==> src/rtl/fetch_sequencer.sv <==
// Instruction-fetch controller: owns the fetch PC, buffers {pc, instr} pairs in a prefetch FIFO,
// and flushes on redirect. Optional perf counters are enabled with `define FETCH_PERF_EN.
module fetch_sequencer #(
  parameter logic [31:0] RESET_PC   = 32'h0000_0000,
  parameter int          FIFO_DEPTH = 2
) (
  input  logic        clk,
  input  logic        rst,
  input  logic        Fetch_en,
  output logic [31:0] Rom_addr,
  input  logic [31:0] Rom_data,
  input  logic        Redirect_valid,
  input  logic [31:0] Redirect_pc,
  output logic        Inst_valid,
  input  logic        Inst_ready,
  output logic [31:0] Inst_data,
  output logic [31:0] Inst_pc,
  output logic [31:0] Fetch_count,
  output logic [31:0] Stall_count
);

  localparam int          PTR_W = $clog2(FIFO_DEPTH);
  localparam int          CNT_W = PTR_W + 1;
  localparam logic [31:0] NOP   = 32'h0000_0013;

  typedef enum logic [1:0] {BOOT, RUN, HALT} state_e;

  state_e             state_q, state_d;
  logic [31:0]        pc_q, pc_d;
  logic [PTR_W-1:0]   rd_ptr_q, rd_ptr_d;
  logic [PTR_W-1:0]   wr_ptr_q, wr_ptr_d;
  logic [CNT_W-1:0]   count_q, count_d;
  logic [31:0]        pc_mem_q    [FIFO_DEPTH];
  logic [31:0]        pc_mem_d    [FIFO_DEPTH];
  logic [31:0]        instr_mem_q [FIFO_DEPTH];
  logic [31:0]        instr_mem_d [FIFO_DEPTH];

  logic empty, full, pop, push, redirect_ok;
  logic unused_redirect_lsb;

  assign unused_redirect_lsb = ^Redirect_pc[1:0];

  assign Rom_addr    = pc_q;
  assign empty       = (count_q == '0);
  assign full        = (count_q == CNT_W'(FIFO_DEPTH));
  // Head is hidden during a redirect so no handshake can complete on a stale entry.
  assign Inst_valid  = ~empty & ~Redirect_valid;
  assign pop         = Inst_valid & Inst_ready;
  assign redirect_ok = Redirect_valid & (state_q != BOOT);
  assign push        = (state_q == RUN) & Fetch_en & ~Redirect_valid & (~full | pop);

  assign Inst_data = empty ? NOP   : instr_mem_q[rd_ptr_q];
  assign Inst_pc   = empty ? '0    : pc_mem_q[rd_ptr_q];

  always_comb begin
    state_d = state_q;
    case (state_q)
      BOOT:    state_d = RUN;
      RUN:     if (!Fetch_en) state_d = HALT;
      HALT:    if (Fetch_en)  state_d = RUN;
      default: state_d = BOOT;
    endcase
  end

  always_comb begin
    pc_d        = pc_q;
    rd_ptr_d    = rd_ptr_q;
    wr_ptr_d    = wr_ptr_q;
    count_d     = count_q;
    pc_mem_d    = pc_mem_q;
    instr_mem_d = instr_mem_q;
    if (redirect_ok) begin
      pc_d     = {Redirect_pc[31:2], 2'b00};
      rd_ptr_d = '0;
      wr_ptr_d = '0;
      count_d  = '0;
    end else begin
      if (push) begin
        pc_mem_d[wr_ptr_q]    = pc_q;
        instr_mem_d[wr_ptr_q] = Rom_data;
        wr_ptr_d              = wr_ptr_q + 1'b1;
        pc_d                  = pc_q + 32'd4;
      end
      if (pop) rd_ptr_d = rd_ptr_q + 1'b1;
      case ({push, pop})
        2'b10:   count_d = count_q + 1'b1;
        2'b01:   count_d = count_q - 1'b1;
        default: count_d = count_q;
      endcase
    end
  end

  always_ff @(posedge clk) begin
    if (rst) begin
      state_q  <= BOOT;
      pc_q     <= RESET_PC;
      rd_ptr_q <= '0;
      wr_ptr_q <= '0;
      count_q  <= '0;
    end else begin
      state_q  <= state_d;
      pc_q     <= pc_d;
      rd_ptr_q <= rd_ptr_d;
      wr_ptr_q <= wr_ptr_d;
      count_q  <= count_d;
    end
  end

  // Payload storage carries no reset; occupancy alone defines validity.
  always_ff @(posedge clk) begin
    pc_mem_q    <= pc_mem_d;
    instr_mem_q <= instr_mem_d;
  end

`ifdef FETCH_PERF_EN
  logic [31:0] fetch_cnt_q, fetch_cnt_d;
  logic [31:0] stall_cnt_q, stall_cnt_d;

  function automatic logic [31:0] sat_inc(input logic [31:0] v);
    return (v == 32'hFFFF_FFFF) ? v : v + 32'd1;
  endfunction

  always_comb begin
    fetch_cnt_d = push ? sat_inc(fetch_cnt_q) : fetch_cnt_q;
    stall_cnt_d = (Inst_valid & ~Inst_ready) ? sat_inc(stall_cnt_q) : stall_cnt_q;
  end

  always_ff @(posedge clk) begin
    if (rst) begin
      fetch_cnt_q <= '0;
      stall_cnt_q <= '0;
    end else begin
      fetch_cnt_q <= fetch_cnt_d;
      stall_cnt_q <= stall_cnt_d;
    end
  end

  assign Fetch_count = fetch_cnt_q;
  assign Stall_count = stall_cnt_q;
`else
  assign Fetch_count = 32'h0;
  assign Stall_count = 32'h0;
`endif

endmodule

==> config.mk <==
export PLATFORM = sky130hd
export DESIGN_NAME = fetch_sequencer
export DESIGN_NICKNAME = d
export VERILOG_FILES = /design/src/rtl/fetch_sequencer.sv
export SDC_FILE = /design/constraint.sdc
export NUM_CORES = 1
export LEC_CHECK = 0
export CAP_MARGIN = 20
export CORE_MARGIN = 2
export CORE_UTILIZATION = 43
export CTS_CLUSTER_SIZE = 8
export DETAILED_ROUTE_END_ITERATION = 6
export PLACE_DENSITY = 0.77
export SLEW_MARGIN = 0
export SYNTH_ARGS = -nofsm -noshare
export SYNTH_HDL_FRONTEND = slang
export SYNTH_SLANG_ARGS = --single-unit
==> constraint.sdc <==
create_clock -name clk -period 4.86 [get_ports clk]
set_clock_uncertainty 0.1 [all_clocks]
set_input_delay 0.972 -clock clk [delete_from_list [all_inputs] [get_ports clk]]
set_output_delay 0.972 -clock clk [all_outputs]
set_load 0.005 [all_outputs]
==> impl_metrics.env, run 1 <==
export IMPL_critical_path_arrival_ns=2.35
export IMPL_grtUsageMet1_pct=24.0
export IMPL_grtUsageMet3_pct=4.15
export IMPL_synth_edf_count=124
export IMPL_dieArea_um2=18700
export IMPL_worst_setup_path_end_kind="primary output"
export IMPL_irDropWorstVdd_v=0.000231
export IMPL_clkLatencyLatePin_ns=0.42
export IMPL_min_from="Rom_addr[29]"
export IMPL_portBuffers=159
export IMPL_timing_setup_tns_ns=0
export IMPL_pwr_density_cell_nw_per_um2=315
export IMPL_synthCells=644
export IMPL_clock_sinks=160
export IMPL_postCtsHoldBufs=0
export IMPL_synth_warnings=0
export IMPL_grt_pass1_vias=4961
export IMPL_cp_max_fo=46
export IMPL_start_util_pct=43.9
export IMPL_worst_pin_slew_ns=0.985
export IMPL_path_cells="nor2_4 -> buf_4 -> nor2_1 -> clkdlybuf4s50_1"
export IMPL_leakage_nw=3.11
export IMPL_max_stage_delay_ns=0.51
export IMPL_crit_family="buffers and inverters"
export IMPL_layout_drive_gt1_share_pct=6.73
export IMPL_viasPerCell=5.29
export IMPL_seq_area_frac_synth_pct=58.7
export IMPL_grtUsageTotal_pct=18.5
export IMPL_finalInstanceArea_um2=9710
export IMPL_avgSynthCellArea_um2=11.8
export IMPL_grt_met2_usage_pct=30.4
export IMPL_grt_busiest_layer="met2"
export IMPL_rows=48
export IMPL_total_power_mw=3.06
export IMPL_slew_violations=0
export IMPL_cts_setup_buffers=0
export IMPL_crit_buf_inv=2
export IMPL_worstReg2RegStart="count_q[0]"
export IMPL_ant_nets=0
export IMPL_io_pins=230
export IMPL_max_slew_margin_pct=34.3
export IMPL_syn2layout_area_growth_pct=28.1
export IMPL_crit_start="count_q[1]"
export IMPL_hold_viol=0
export IMPL_wl_mm=17.3
export IMPL_via_count=5431
export IMPL_routabilityCongestion=0.832
export IMPL_crit_type="register to primary output"
export IMPL_antenna_found_initial=0
export IMPL_drtIter0Drc=462
export IMPL_max_cap_viol_count=0
export IMPL_holdCritPathClass="register to register"
export IMPL_grt_pass1_wl_mm=26.4
export IMPL_fin_hold_ws_ns=0.475
export IMPL_cts_resized=0
export IMPL_fp_dieH_um=137
export IMPL_route_detailed_drc=0
export IMPL_wl_per_cell_um=16.8
export IMPL_numCtsBuffers=17
export IMPL_syn_area_um2=7570
export IMPL_clockRootBuffer="clkbuf_16"
export IMPL_clockBufferDepth=2
export IMPL_fillers=1437
export IMPL_period_minus_slack_ns=3.43
export IMPL_ys_types=59
export IMPL_outcome="finished clean"
export IMPL_grt_setup_unrepaired="no"
export IMPL_synth_ff_type="edfxtp_1"
export IMPL_dp_hpwl_mm=11.1
export IMPL_overflow=0
export IMPL_critPathSlowestCell="buf_4"
export IMPL_finalCritPeriodShare_pct=70.5
export IMPL_nets=859
export IMPL_dpl_instance_area_um2=9120
export IMPL_fmax_ghz=0.292
export IMPL_cts_tree="done"
export IMPL_die_width_um=137
export IMPL_h_tree_depth=4
export IMPL_path_clk_slew_ns=0.06
export IMPL_drt_pass1_iter_count=6
export IMPL_grt_max_degree=64
export IMPL_cp_start_kind="register"
export IMPL_synth_seq_cells=160
export IMPL_crit_required_ns=3.79
export IMPL_synth_async_sr_flop_share_pct=0
export IMPL_n_antenna_cell=0
export IMPL_core_area_um2=17200
export IMPL_setup_viol=0
-- cells in the mapped netlist (3+ instances only) --
library cell,number,area share [%]
edfxtp_1,124,49
nand4_1,13,1.1
a31oi_1,13,1.1
nor4_1,7,0.58
or3_1,12,0.99
buf_2,6,0.40
nand3_1,14,0.93
o21ai_1,4,0.26
o21ai_0,6,0.40
o211ai_1,11,1.1
a22oi_1,3,0.30
nor3_1,14,0.93
a21oi_1,9,0.59
nand2_1,35,1.7
a2bb2oi_1,9,1.0
a311o_1,3,0.40
mux2i_1,64,8.5
inv_1,10,0.50
o221ai_1,6,0.69
and3_1,9,0.74
buf_1,8,0.40
nor2_1,72,3.6
xnor2_1,3,0.35
a32oi_1,3,0.35
o31a_1,3,0.35
dfxtp_1,36,9.5
o311ai_1,7,0.81
or4_1,8,0.79
clkbuf_1,27,1.3
buf_4,68,6.7
-- sequential cells by signal, indices dropped and copies added, names as in the netlist --
register / count
state_q: 2
pc_mem_q: 60
wr_ptr_q: 1
Rom_addr: 30
rd_ptr_q: 1
count_q: 2
instr_mem_q: 64
-- stage by stage --
stage,util (%),std cells,setup WS [ns]
after floorplan,-,711,0.840
after global placement,52.9,994,1.23
after detailed placement,52.9,994,1.21
after CTS,56.1,1026,1.25
after global routing,56.3,1027,1.22
final,56.3,1027,1.43
-- final timing paths --
kind | end | slack (ns) | cells past startpoint
worst max register to register | Rom_addr[9] | 2.33 | 5
worst min-delay path | pc_mem_q[29] | 0.47 | 0
worst max-delay path | Inst_pc[13] | 1.43 | 4
worst min register to register | pc_mem_q[29] | 0.47 | 0
-- where the power goes --
part | leakage, nW | internal [mW] | total (mW) | switching (mW)
logic | 1.43 | 0.131 | 0.247 | 0.116
clock network | 0.271 | 0.713 | 1.26 | 0.543
registers | 1.41 | 1.51 | 1.56 | 0.0468
-- kinds of logic (layout without fill, tap and decap cells) --
kind of cell	count (synthesis)	count (layout)	share of synthesized area, %
buffers and inverters	119	210	9.37
AOI/OAI and AO/OA	88	88	8.66
muxes	64	64	8.46
xor gates and xnor gates	4	4	0.463
and+or+nand+nor	206	206	14.0
adders and majority gates	2	2	0.297
other	1	68	0.0495
DFF	160	160	58.7
-- placed cells by master (no fill, tap or decap), types with 4 or more instances in the layout --
| master | n |
|---|---|
| a21oi_1 | 9 |
| a2bb2oi_1 | 9 |
| a31oi_1 | 13 |
| and3_1 | 8 |
| buf_4 | 8 |
| clkbuf_16 | 17 |
| clkdlybuf4s50_1 | 159 |
| conb_1 | 68 |
| dfxtp_1 | 35 |
| edfxtp_1 | 124 |
| inv_1 | 10 |
| inv_6 | 4 |
| mux2i_1 | 64 |
| nand2_1 | 35 |
| nand3_1 | 14 |
| nand4_1 | 13 |
| nor2_1 | 69 |
| nor3_1 | 14 |
| nor4_1 | 7 |
| o211ai_1 | 11 |
| o21ai_0 | 5 |
| o21ai_1 | 4 |
| o221ai_1 | 6 |
| o311ai_1 | 7 |
| or3_1 | 12 |
| or4_1 | 8 |
-- layer usage --
metal	part of all wire, %	up-vias
met2	49	247
met5	0	-
met1	41	2574
met3	7.5	29
li1	-	2581
met4	1.8	0
-- layout make-up --
type	instances	area [um^2]	area share (%)
multi-input combinational	432	2700	27.8
tap	225	282	2.90
clock buffer	18	429	4.42
timing repair buffer	168	1680	17.3
clock inverter	14	131	1.35
inverter	10	37.5	0.387
sequential	160	4450	45.8
(Power assumes the default switching activity.)
==> run 2, diff against run 1 <==
==> constraint.sdc (replaced) <==
create_clock -name clk -period 2.8 [get_ports clk]
set_clock_uncertainty 0.1 [all_clocks]
set_input_delay 0.56 -clock clk [delete_from_list [all_inputs] [get_ports clk]]
set_output_delay 0.56 -clock clk [all_outputs]
set_load 0.005 [all_outputs]
==> impl_metrics.env, run 2 (synthesized netlist as in run 1, its figures left out) <==
export IMPL_leakage_nw=3.24
export IMPL_reg2regPathDepth=6
export IMPL_grt_max_degree=63
export IMPL_dp_hpwl_mm=11.7
export IMPL_hold_viol=0
export IMPL_setup_viol=0
export IMPL_cp_max_fo=11
export IMPL_mostFrequentLayoutCell="clkdlybuf4s50_1"
export IMPL_finalCritPeriodShare_pct=92.2
export IMPL_cp_start_kind="register"
export IMPL_start_util_pct=43.9
export IMPL_core_area_um2=17200
export IMPL_path_clk_slew_ns=0.06
export IMPL_syn2layout_area_growth_pct=31.4
export IMPL_fp_dieH_um=137
export IMPL_fmax_ghz=0.387
export IMPL_clkLatencyLatePin_ns=0.43
export IMPL_routabilityCongestion=0.826
export IMPL_nets=882
export IMPL_critical_path_arrival_ns=1.92
export IMPL_antenna_found_initial=0
export IMPL_clock_sinks=160
export IMPL_n_antenna_cell=0
export IMPL_regMostFlops="instr_mem_q"
export IMPL_slew_violations=0
export IMPL_worst_pin_slew_ns=0.659
export IMPL_finalInstanceArea_um2=9960
export IMPL_dieArea_um2=18700
export IMPL_holdCritPathClass="register to register"
export IMPL_outcome="finished clean"
export IMPL_wl_per_cell_um=16.7
export IMPL_drtIter0Drc=447
export IMPL_largest_reg_flops=64
export IMPL_die_width_um=137
export IMPL_dpl_instance_area_um2=9360
export IMPL_clockRootBuffer="clkbuf_16"
export IMPL_postCtsHoldBufs=0
export IMPL_mostFrequentLayoutCells="159 x clkdlybuf4s50_1, 124 x edfxtp_1, 69 x nor2_1"
export IMPL_irDropWorstVdd_v=0.000450
export IMPL_reg2reg_slack_ns=0.47
export IMPL_crit_required_ns=2.14
export IMPL_fillers=1426
export IMPL_period_minus_slack_ns=2.58
export IMPL_io_pins=230
export IMPL_grt_pass1_vias=5094
export IMPL_portBuffers=159
export IMPL_rows=48
export IMPL_pwr_density_cell_nw_per_um2=542
export IMPL_via_count=5555
export IMPL_drt_pass1_iter_count=5
export IMPL_grtUsageTotal_pct=19.2
export IMPL_layout_drive_gt1_share_pct=9.21
export IMPL_cts_tree="done"
export IMPL_clockBufferDepth=2
export IMPL_worst_setup_path_end_kind="primary output"
export IMPL_total_power_mw=5.40
export IMPL_worstHoldPathCells=0
export IMPL_route_detailed_drc=0
export IMPL_max_cap_viol_count=0
export IMPL_overflow=0
export IMPL_grt_setup_unrepaired="no"
export IMPL_numCtsBuffers=17
export IMPL_grt_pass1_wl_mm=27.0
export IMPL_max_slew_margin_pct=55.8
export IMPL_viasPerCell=5.29
export IMPL_timing_setup_tns_ns=0
export IMPL_h_tree_depth=4
export IMPL_crit_type="register to primary output"
export IMPL_ant_nets=0
export IMPL_wl_mm=17.5
-- run 2: cell count changes in the layout (fill, tap and decap cells not counted), sizes merged --
cell	before	now
nor2	72	73
clkbuf	18	19
bufinv	1	2
inv	15	12
clkinvlp	2	1
buf	9	31
clkinv	6	8
-- run 2: per-stage QoR --
step | setup slack, ns | utilization [%] | cells | hold slack, ns
after floorplan | 0.00977 | - | 711 | 0.366
after global placement | 0.168 | 54.3 | 1015 | 0.434
after detailed placement | 0.178 | 54.3 | 1015 | 0.430
after CTS | 0.0872 | 57.7 | 1050 | 0.437
after global routing | 0.104 | 57.8 | 1050 | 0.456
final | 0.218 | 57.8 | 1050 | 0.439
-- run 2: metal layers --
metal,wire length (um),up-vias,track usage [%]
met5,0,-,0
met4,172,0,5.50
met3,1290,18,4.96
met2,8860,246,31.9
met1,7220,2662,24.7
li1,-,2629,-
-- run 2: cell type report --
cell class / instances / area, um^2 / share of cell area, %
sequential: 160 / 4450 / 44.7
multi-input combinational: 433 / 2710 / 27.2
timing repair buffer: 190 / 1910 / 19.2
clock buffer: 19 / 433 / 4.35
tap: 225 / 282 / 2.83
clock inverter: 13 / 139 / 1.39
inverter: 10 / 37.5 / 0.377
-- run 2: where the power goes --
group,internal (mW),total (mW),switching [mW],leakage [nW]
Combinational,0.254,0.469,0.215,1.55
Sequential,2.62,2.70,0.0754,1.41
Clock,1.31,2.23,0.916,0.279
-- run 2: worst max-delay path: stages (launching register included) --
cell	delay (ns)
dfxtp_1	0.48
nor2_4	0.07
buf_4	0.14
buf_4	0.16
nor2_1	0.13
clkdlybuf4s50_1	0.51
-- run 2: what timing repair did --
action                                  4_1_cts  5_1_grt
endpoints found under the setup margin       33        1
resized for setup                             0        1
cloned                                        1        0
buffers inserted                              2        0
pin swaps                                     1        0
-- run 2: path summary, 6_finish.rpt --
kind,start,to
worst max register to register,count_q[1],Rom_addr[30]
worst min-delay path,Rom_addr[31],pc_mem_q[63]
worst min register to register,Rom_addr[31],pc_mem_q[63]
worst max-delay path,count_q[0],Inst_pc[30]
